==> config.mk <==
export PLATFORM = sky130hd
export DESIGN_NAME = button_conditioner_flat
export DESIGN_NICKNAME = d
export VERILOG_FILES = /design/src/rtl/button_conditioner_pkg.sv /design/src/rtl/button_conditioner_if.sv /design/src/rtl/button_conditioner_lane_debouncer.sv /design/src/rtl/button_conditioner.sv /design/src/flat_wrapper.sv
export SDC_FILE = /design/constraint.sdc
export NUM_CORES = 1
export LEC_CHECK = 0
export CAP_MARGIN = 20
export CORE_MARGIN = 2
export CORE_UTILIZATION = 49
export CTS_BUF_LIST = sky130_fd_sc_hd__clkbuf_4 sky130_fd_sc_hd__clkbuf_8 sky130_fd_sc_hd__clkbuf_16
export DETAILED_ROUTE_END_ITERATION = 8
export GPL_ROUTABILITY_DRIVEN = 0
export MAX_ROUTING_LAYER = met4
export PLACE_DENSITY = 0.8
export RECOVER_POWER = 100
export SLEW_MARGIN = 20
export SYNTH_ARGS = -nofsm -noshare
export SYNTH_HDL_FRONTEND = slang
export SYNTH_HIERARCHICAL = 1
export SYNTH_SLANG_ARGS = --single-unit
==> constraint.sdc <==
create_clock -name clk -period 1.3 [get_ports clk]
set_input_delay 0.26 -clock clk [delete_from_list [all_inputs] [get_ports clk]]
set_output_delay 0.26 -clock clk [all_outputs]
set_load 0.1 [all_outputs]
==> src/rtl/button_conditioner_pkg.sv <==
// ---------------------------------------------------------------------------
// gv_input_pkg
//
// Purpose : Shared types and defaults for the fret-button input front end.
//           This package is imported by the lane debouncer, the top-level
//           conditioner and the bus interface, so every file uses the same
//           state encoding and the same default configuration.
//
// Contents: btn_state_t         per-lane debounce FSM state
//           GV_DEFAULT_DEBOUNCE  default number of stable samples per commit
//           GV_DEFAULT_LANES     default number of button lanes
//           state_level()        debounced level implied by an FSM state
// ---------------------------------------------------------------------------
package gv_input_pkg;

  typedef enum logic [1:0] {
    RELEASED,
    PRESS_PENDING,
    PRESSED,
    RELEASE_PENDING
  } btn_state_t;

  // Simulation-friendly default. Board builds override this with roughly
  // 1 ms worth of clocks.
  localparam int unsigned GV_DEFAULT_DEBOUNCE = 4;

  // Lane 0 feeds the game core's button_1 input, lane 1 feeds button_2.
  localparam int GV_DEFAULT_LANES = 2;

  // The committed level is still the old one while a change is pending, so
  // the pending states report the level of the state they came from.
  function automatic logic state_level(btn_state_t s);
    return (s == PRESSED) || (s == RELEASE_PENDING);
  endfunction

endpackage

==> src/rtl/button_conditioner_if.sv <==
// ---------------------------------------------------------------------------
// button_conditioner_if
//
// Purpose : Bundles the button pins, the pulse-enable control and the
//           conditioned outputs into one connection.
//
// Signals : raw_btn     [NUM_LANES]  asynchronous button pins, active-high
//           enable                   gates press/release pulses
//           btn_level   [NUM_LANES]  debounced level per lane
//           btn_press   [NUM_LANES]  one-cycle pulse on committed 0->1
//           btn_release [NUM_LANES]  one-cycle pulse on committed 1->0
//           any_press                OR of btn_press
//
// Modports: master - the board/pin side, drives raw_btn and enable
//           slave  - the conditioner, drives the conditioned outputs
// ---------------------------------------------------------------------------
interface button_conditioner_if
  import gv_input_pkg::*;
#(
  parameter int NUM_LANES = GV_DEFAULT_LANES
);

  logic [NUM_LANES-1:0] raw_btn;
  logic                 enable;
  logic [NUM_LANES-1:0] btn_level;
  logic [NUM_LANES-1:0] btn_press;
  logic [NUM_LANES-1:0] btn_release;
  logic                 any_press;

  modport master (
    output raw_btn,
    output enable,
    input  btn_level,
    input  btn_press,
    input  btn_release,
    input  any_press
  );

  modport slave (
    input  raw_btn,
    input  enable,
    output btn_level,
    output btn_press,
    output btn_release,
    output any_press
  );

endinterface

==> src/rtl/button_conditioner_lane_debouncer.sv <==
// ---------------------------------------------------------------------------
// lane_debouncer
//
// Purpose : Conditions one raw button pin. The pin first goes through a
//           two-flop synchronizer. A four-state FSM then commits a level
//           change only after DEBOUNCE_CYCLES consecutive synchronized
//           samples disagree with the current level. Registered press and
//           release pulses mark each committed change.
//
// Ports   : clk        system clock, rising edge
//           rst        synchronous active-high reset
//           raw_i      asynchronous button pin, active-high
//           enable_i   when low, the pulse for a commit on this edge is
//                      dropped; the level still follows the FSM
//           level_o    debounced level (registered)
//           press_o    one-cycle pulse after a committed 0->1 change
//           release_o  one-cycle pulse after a committed 1->0 change
// ---------------------------------------------------------------------------
module lane_debouncer
  import gv_input_pkg::*;
#(
  parameter int unsigned DEBOUNCE_CYCLES = GV_DEFAULT_DEBOUNCE
) (
  input  logic clk,
  input  logic rst,
  input  logic raw_i,
  input  logic enable_i,
  output logic level_o,
  output logic press_o,
  output logic release_o
);

  localparam int unsigned CNT_W = $clog2(DEBOUNCE_CYCLES + 1);

  // cnt holds the number of disagreeing samples already accepted. The
  // incoming sample commits the change when it is the DEBOUNCE_CYCLES-th
  // one, so the comparison is against DEBOUNCE_CYCLES-1. The counter never
  // goes past that value, so it cannot wrap.
  localparam logic [CNT_W-1:0] CNT_LAST = CNT_W'(DEBOUNCE_CYCLES - 1);
  localparam logic [CNT_W-1:0] CNT_ONE  = CNT_W'(1);

  // With a single-sample debounce, the first disagreeing sample commits at
  // once and the pending states are never entered.
  localparam bit SINGLE_SAMPLE = (DEBOUNCE_CYCLES == 1);

  logic             sync0_q;
  logic             sync1_q;
  btn_state_t       state_q;
  btn_state_t       state_d;
  logic [CNT_W-1:0] cnt_q;
  logic [CNT_W-1:0] cnt_d;
  logic             level_q;
  logic             level_d;
  logic             press_q;
  logic             press_d;
  logic             release_q;
  logic             release_d;
  logic             commit_press;
  logic             commit_release;

  // Two-flop synchronizer. The FSM looks only at sync1_q.
  always_ff @(posedge clk) begin
    if (rst) begin
      sync0_q <= 1'b0;
      sync1_q <= 1'b0;
    end else begin
      sync0_q <= raw_i;
      sync1_q <= sync0_q;
    end
  end

  // State register, together with the registered outputs.
  always_ff @(posedge clk) begin
    if (rst) begin
      state_q   <= RELEASED;
      cnt_q     <= '0;
      level_q   <= 1'b0;
      press_q   <= 1'b0;
      release_q <= 1'b0;
    end else begin
      state_q   <= state_d;
      cnt_q     <= cnt_d;
      level_q   <= level_d;
      press_q   <= press_d;
      release_q <= release_d;
    end
  end

  // Next-state logic.
  always_comb begin
    state_d        = state_q;
    cnt_d          = cnt_q;
    commit_press   = 1'b0;
    commit_release = 1'b0;

    case (state_q)
      RELEASED: begin
        if (sync1_q) begin
          if (SINGLE_SAMPLE) begin
            state_d      = PRESSED;
            cnt_d        = '0;
            commit_press = 1'b1;
          end else begin
            state_d = PRESS_PENDING;
            cnt_d   = CNT_ONE;
          end
        end
      end

      PRESS_PENDING: begin
        if (!sync1_q) begin
          // A bounce back to the old level throws the partial count away.
          state_d = RELEASED;
          cnt_d   = '0;
        end else if (cnt_q == CNT_LAST) begin
          state_d      = PRESSED;
          cnt_d        = '0;
          commit_press = 1'b1;
        end else begin
          cnt_d = cnt_q + CNT_ONE;
        end
      end

      PRESSED: begin
        if (!sync1_q) begin
          if (SINGLE_SAMPLE) begin
            state_d        = RELEASED;
            cnt_d          = '0;
            commit_release = 1'b1;
          end else begin
            state_d = RELEASE_PENDING;
            cnt_d   = CNT_ONE;
          end
        end
      end

      RELEASE_PENDING: begin
        if (sync1_q) begin
          state_d = PRESSED;
          cnt_d   = '0;
        end else if (cnt_q == CNT_LAST) begin
          state_d        = RELEASED;
          cnt_d          = '0;
          commit_release = 1'b1;
        end else begin
          cnt_d = cnt_q + CNT_ONE;
        end
      end

      default: begin
        state_d = RELEASED;
        cnt_d   = '0;
      end
    endcase
  end

  // Output logic. Pulses are gated by enable as seen on the commit edge; a
  // commit while disabled is simply lost, never deferred.
  always_comb begin
    level_d   = state_level(state_d);
    press_d   = commit_press & enable_i;
    release_d = commit_release & enable_i;
  end

  assign level_o   = level_q;
  assign press_o   = press_q;
  assign release_o = release_q;

endmodule

==> src/rtl/button_conditioner.sv <==
// ---------------------------------------------------------------------------
// button_conditioner
//
// Purpose : Input front end for the game core. Each button lane gets its own
//           lane_debouncer; lanes never interact. The press pulses of all
//           lanes are ORed into any_press.
//
// Ports   : clk  system clock, rising edge
//           rst  synchronous active-high reset, has priority over all inputs
//           bus  button_conditioner_if.slave
//                  in : raw_btn[NUM_LANES], enable
//                  out: btn_level, btn_press, btn_release [NUM_LANES],
//                       any_press
//
// Params  : NUM_LANES        number of button lanes (must match the bus)
//           DEBOUNCE_CYCLES  stable synchronized samples per commit,
//                            legal range 1..65535
// ---------------------------------------------------------------------------
module button_conditioner
  import gv_input_pkg::*;
#(
  parameter int          NUM_LANES       = GV_DEFAULT_LANES,
  parameter int unsigned DEBOUNCE_CYCLES = GV_DEFAULT_DEBOUNCE
) (
  input  logic                 clk,
  input  logic                 rst,
  button_conditioner_if.slave  bus
);

  logic [NUM_LANES-1:0] level_w;
  logic [NUM_LANES-1:0] press_w;
  logic [NUM_LANES-1:0] release_w;

  generate
    for (genvar gi = 0; gi < NUM_LANES; gi++) begin : g_lane
      lane_debouncer #(
        .DEBOUNCE_CYCLES (DEBOUNCE_CYCLES)
      ) u_lane (
        .clk       (clk),
        .rst       (rst),
        .raw_i     (bus.raw_btn[gi]),
        .enable_i  (bus.enable),
        .level_o   (level_w[gi]),
        .press_o   (press_w[gi]),
        .release_o (release_w[gi])
      );
    end
  endgenerate

  assign bus.btn_level   = level_w;
  assign bus.btn_press   = press_w;
  assign bus.btn_release = release_w;

  // Combinational OR of registered pulses: any_press lines up with the lane
  // pulses and is 0 out of reset because they are.
  assign bus.any_press   = |press_w;

endmodule
==> src/flat_wrapper.sv <==
// flat-port wrapper written by rule: the top's interface ports become plain ports
module button_conditioner_flat import gv_input_pkg::*;
#(
  parameter int          NUM_LANES       = GV_DEFAULT_LANES,
  parameter int unsigned DEBOUNCE_CYCLES = GV_DEFAULT_DEBOUNCE
)
  (clk, rst, bus_raw_btn, bus_enable, bus_btn_level, bus_btn_press, bus_btn_release, bus_any_press);
  button_conditioner_if #(.NUM_LANES(NUM_LANES)) bus_i ();
  input  logic clk;
  input  logic rst;
  input wire logic [$bits(bus_i.raw_btn)-1:0] bus_raw_btn;
  input wire logic [$bits(bus_i.enable)-1:0] bus_enable;
  output wire logic [$bits(bus_i.btn_level)-1:0] bus_btn_level;
  output wire logic [$bits(bus_i.btn_press)-1:0] bus_btn_press;
  output wire logic [$bits(bus_i.btn_release)-1:0] bus_btn_release;
  output wire logic [$bits(bus_i.any_press)-1:0] bus_any_press;
  assign bus_i.raw_btn = bus_raw_btn;
  assign bus_i.enable = bus_enable;
  assign bus_btn_level = bus_i.btn_level;
  assign bus_btn_press = bus_i.btn_press;
  assign bus_btn_release = bus_i.btn_release;
  assign bus_any_press = bus_i.any_press;
  button_conditioner #(.NUM_LANES(NUM_LANES), .DEBOUNCE_CYCLES(DEBOUNCE_CYCLES)) u_core (.clk(clk), .rst(rst), .bus(bus_i));
endmodule
Word level (Yosys, flattened, before mapping):

Cells that the tools add are included.

* add/sub/neg operators: 2
* multiply operators: 0
* divide/modulo/power cells: 0
* order comparisons: 0
* eq/ne operators: 16
* shift-type cells: 0
* multiplexer cells: 36
* bitwise gates (word level): 4
* reduce and logical (&&, ||, !) cells: 7

Operators by type and width (number)
* two-way mux 3 bit: 10
* two-way mux 2 bit: 12
* one-hot mux 3 bit (4 select lines): 2
* equality test 2 bit, second input constant: 8
* one-hot mux 2 bit (4 select lines): 2
* two-way mux 1 bit: 10
* inequality test 2 bit, second input constant: 4
* adder 3 x 1 -> 3 bit, second input constant: 2
* equality test 3 x 2 -> 1 bit, second input constant: 2
* AND 1 bit: 4
* equality test 2 x 1 -> 1 bit, second input constant: 2
* logical NOT 2 bit: 2
* AND reduction 2 bit: 2
* logical OR 1 bit: 2
* OR reduction 2 bit: 1

* register bits after elaboration: 20
* bits in latches: 0
* bits in writable memories: 0
* bits in read-only memories: 0
* input bits: 5
* output and inout port bits: 7
* memories: 0

Logic depth before layout (Yosys ltp):

* depth after elaboration: 6
* gate-level depth with buffers: 4
* gate-level depth less buffers: 4

Hierarchy:

Netlist, hierarchy kept.

Modules (own cells, without submodules)
* lane_debouncer at u_core.g_lane[1].u_lane: instances 1, cells an instance 33, area each 379.1 um^2, sequential area each 180.2 um^2
* lane_debouncer at u_core.g_lane[0].u_lane: instances 1, cells an instance 31, area each 352.8 um^2, sequential area each 180.2 um^2
* button_conditioner: instances 1, cells an instance 1, area each 6.3 um^2, sequential area each 0.0 um^2

Least setup slack after synthesis:

OpenSTA, ideal clock, no wires.

* path type: reg-to-output
* start point: register u_core.g_lane[1].u_lane.press_q
* end point: output port bus_any_press
* arrival: 1.734 ns
* path slack: -0.694 ns
* stages on the path, launching flop included: 2
* buffers on the path: 0
* cell sequence: dfxtp_1 -> or2_1

* word-level cells in the longest chain between the ends: 1

Ends and longest elaborated chain
* start: declaration: RTL line button_conditioner_lane_debouncer.sv:54 `logic press_q;`
* start signal: assignment: RTL line button_conditioner_lane_debouncer.sv:84 `press_q <= press_d;`
* OR reduction 2 bit: RTL line button_conditioner.sv:56 `assign bus.any_press = |press_w;`
* end: declaration: RTL line flat_wrapper.sv:16 `output wire logic [$bits(bus_i.any_press)-1:0] bus_any_press;`

No other way between the ends.

Final worst setup path:

* start point: register u_core.g_lane[0].u_lane.press_q
* end point: output port bus_any_press

* word-level cells in the longest chain between the ends: 1

Ends and longest elaborated chain (RTL line)
* start: declaration: button_conditioner_lane_debouncer.sv:54
* start signal: assignment: button_conditioner_lane_debouncer.sv:84
* OR reduction 2 bit: button_conditioner.sv:56

No other way between the ends.

==> run_results.csv <==
group,metric,value,unit
drt,drtIter0Drc,1,
logic_synthesis,ys_ff_latch,18,
critical_path,start_kind,"flop",
logic_synthesis,syn-cell-area,738,µm²
timing,final-hold-violation-count,0,
grt,grt_max_degree,12,
clocking,clockBufferDepth,2,
critical_path,reg2reg_from,"u_core/g_lane[0].u_lane/cnt_q[0]",
timing,fin_tns_setup,0,ns
critical_path,critPathRequiredTime,1.04,ns
timing,rsz0062_at_grt,"yes",
critical_path,max_stage_delay,0.33,ns
logic_synthesis,synth_compound_area_share,3.73,%
power,power_density,913,nW/µm²
run_status,status,"finished clean",
finish,antenna_cells,0,
place,io_buffers,11,
logic_synthesis,synth_mux_area_share,8.14,%
timing,period_share,98.3,%
timing,slew_violations,0,
run,maxCapViolCount,0,
critical_path,cp_max_fo,2,
logic_synthesis,synth-simple-area-share,30.2,%
grt,grt_pass1_vias,527,
logic_synthesis,syn-num-nets,72,
floorplan,start_util,50.8,%
clocking,cts_root_buffer,"clkbuf_4",
logic_synthesis,synth_top_family_by_area,"simple AND/OR/NAND/NOR gates",
worst_hold_path,hold_path_class,"reg -> reg",
critical_path,r2r_slack,0.06,ns
logic_synthesis,synth_xor_area_share,4.58,%
drt,viasPerCell,5.16,
floorplan,core_area,1450,µm²
clocking,numCtsBuffers,3,
timing,clock-skew-final,0.00137,ns
floorplan,die_w,42.8,µm
critical_path,path_buf_inv,1,
finish,mostFrequentLayoutCell,"dfxtp_1",
drt,postRouteAntennaNets,0,
worst_hold_path,min_path_cells,1,
timing,slew_headroom,72.3,%
critical_path,path_delay_family,"flip-flops",
critical_path,cp-end-kind,"output port",
drt,dr_total_vias,521,
logic_synthesis,synth.avg_cell_area,11.4,µm²
finish,area_growth,30.3,%
worst_hold_path,min_to,"u_core/g_lane[1].u_lane/sync1_q",
floorplan,die_h,42.8,µm
critical_path,path_cells,"or2_4, buf_12",
timing,setup-violations-final,0,
grt,grt_pass1_wl,2180,µm
floorplan,ios,12,
floorplan,die_area,1830,µm²
critical_path,crit_slowest_cell,"dfxtp_2",
finish,postLayoutCellArea,962,µm²
logic_synthesis,synth-adder-area-share,3.39,%
logic_synthesis,synth_cells,65,
critical_path,crit_type,"reg -> out",
clocking,clk_latency,0.28,ns
power,vdd_drop_max,0.748,mV
place,dp_hpwl,949,µm
clocking,cts_tree,"yes",
grt,overflow,0,
logic_synthesis,synth.distinct_cells,28,
place,placed_cell_area,991,µm²
timing,max_freq,0.783,GHz
grt,grt_util_all_layers,16.5,%
timing,period_needed,1.28,ns
finish,final_cell_mix,"13 x dfxtp_1, 5 x clkbuf_4, 5 x buf_4, 5 x nor2b_1",
worst_hold_path,hp-start,"u_core/g_lane[1].u_lane/sync0_q",
critical_path,worstRegToRegCells,4,
clocking,cts_max_level,1,
finish,final_nets,94,
grt,antenna_found_initial,0,
critical_path,arrival,1.02,ns
drt,wirelength,1210,µm
drt,drc,0,
timing,worstMarginPinSlew,0.415,ns
power,leakagePower,0.384,nW
clocking,cts_sinks,18,
drt,routedWlPerCell,12.0,µm
floorplan,row_count,14,
drt,first_pass_iters,3,
finish,drive_above_1_share,31.8,%
critical_path,r2r_end,"u_core/g_lane[0].u_lane/cnt_q[2]",
logic_synthesis,yosysWarnings,6,
clocking,cts.clk_slew.worst_paths,0.08,ns
logic_synthesis,yosysSeqAreaShare,48.8,%
## kinds of logic (layout without fill, tap and decap cells)
family | Yosys count | count (layout)
xor+xnor | 3 | 3
compound gates | 4 | 4
buf+inv | 2 | 22
fa+ha+maj | 2 | 2
simple gates | 31 | 31
flops | 18 | 18
mux | 5 | 5
## report_power, final
| group | total (mW) | switching, mW | internal [mW] |
|---|---|---|---|
| Clock | 0.253 | 0.145 | 0.107 |
| Sequential | 0.566 | 0.00854 | 0.558 |
| Combinational | 0.0589 | 0.0234 | 0.0355 |
| Total | 0.878 | 0.177 | 0.701 |
## registers in the layout, summed over array words and instances (netlist names)
name,cells
u_core/g_lane.u_lane/cnt_q,6
u_core/g_lane.u_lane/sync0_q,2
u_core/g_lane.u_lane/sync1_q,2
u_core/g_lane.u_lane/release_o,2
u_core/g_lane.u_lane/state_q,4
u_core/g_lane.u_lane/press_o,2
## final cells by class
type | count | area (µm²)
Inverter | 1 | 3.75
Fill cell | 133 | 492
Clock buffer | 3 | 22.5
Sequential cell | 18 | 372
Multi-Input combinational cell | 45 | 378
Timing Repair Buffer | 18 | 166
Tap cell | 16 | 20.0
## what timing repair did
item | 4_1_cts | 5_1_grt
setup endpoints to repair | 1 | 2
hold buffers | 0 | 0
buffers inserted | 1 | 1
pin swaps | 0 | 1
gates cloned | 0 | 0
resized for setup | 0 | 1
## cell usage after synthesis
library cell   n  area (µm²)
dfxtp_1       18         360
nor2b_1        5        31.3
nand3b_1       4        30.0
mux2i_1        3        30.0
nand2b_1       3        18.8
nor3_1         3        15.0
nor3b_1        3        22.5
ha_1           2        25.0
mux2_4         2        30.0
nor2_1         2        7.51
nor4b_1        2        17.5
or2b_1         2        15.0
a211oi_1       1        7.51
a21o_1         1        7.51
a21oi_1        1        5.00
and3b_1        1        8.76
and3b_2        1        10.0
buf_2          1        5.00
inv_1          1        3.75
nand4b_1       1        8.76
nor3b_2        1        12.5
nor4bb_1       1        10.0
o21a_1         1        7.51
or2_1          1        6.26
or3b_1         1        8.76
xnor2_1        1        8.76
xnor2_2        1        16.3
xor2_1         1        8.76
## per-stage QoR
stage | hold WS, ns | setup WS [ns] | instances | total power, mW | util [%]
2_1_floorplan | 0.323 | -0.00971 | 65 | 0.608 | -
3_3_place_gp | 0.420 | -0.0535 | 96 | 0.638 | 68.2
3_5_place_dp | 0.423 | -0.0812 | 96 | 0.641 | 68.2
4_1_cts | 0.451 | 0.00263 | 100 | 0.898 | 70.2
5_1_grt | 0.471 | -0.0203 | 101 | 0.922 | 66.2
6_report | 0.450 | 0.0225 | 101 | 0.878 | 66.2
## worst max-delay path by stage
stage / start / endpoint / cells after the start
final: u_core/g_lane[0].u_lane/press_o / bus_any_press / 2
after global routing: u_core/g_lane[0].u_lane/press_o / bus_any_press / 2
after CTS: u_core/g_lane[0].u_lane/press_o / bus_any_press / 2
after detailed placement: rst / u_core/g_lane[1].u_lane/cnt_q[1] / 4
after global placement: rst / u_core/g_lane[1].u_lane/cnt_q[1] / 4
after floorplan: u_core/g_lane[1].u_lane/press_o / bus_any_press / 1
## per-layer routing
layer / wire length [µm] / vias to the layer above / track usage (%) / part of all wire [%]
met2: 580 / 12 / 28.5 / 48
met3: 70 / 2 / 3.83 / 5.8
met5: 0 / - / - / 0
met4: 19 / 0 / 7.50 / 1.6
li1: - / 271 / - / -
met1: 541 / 236 / 17.9 / 45
Power figures use the tool's default switching activity.
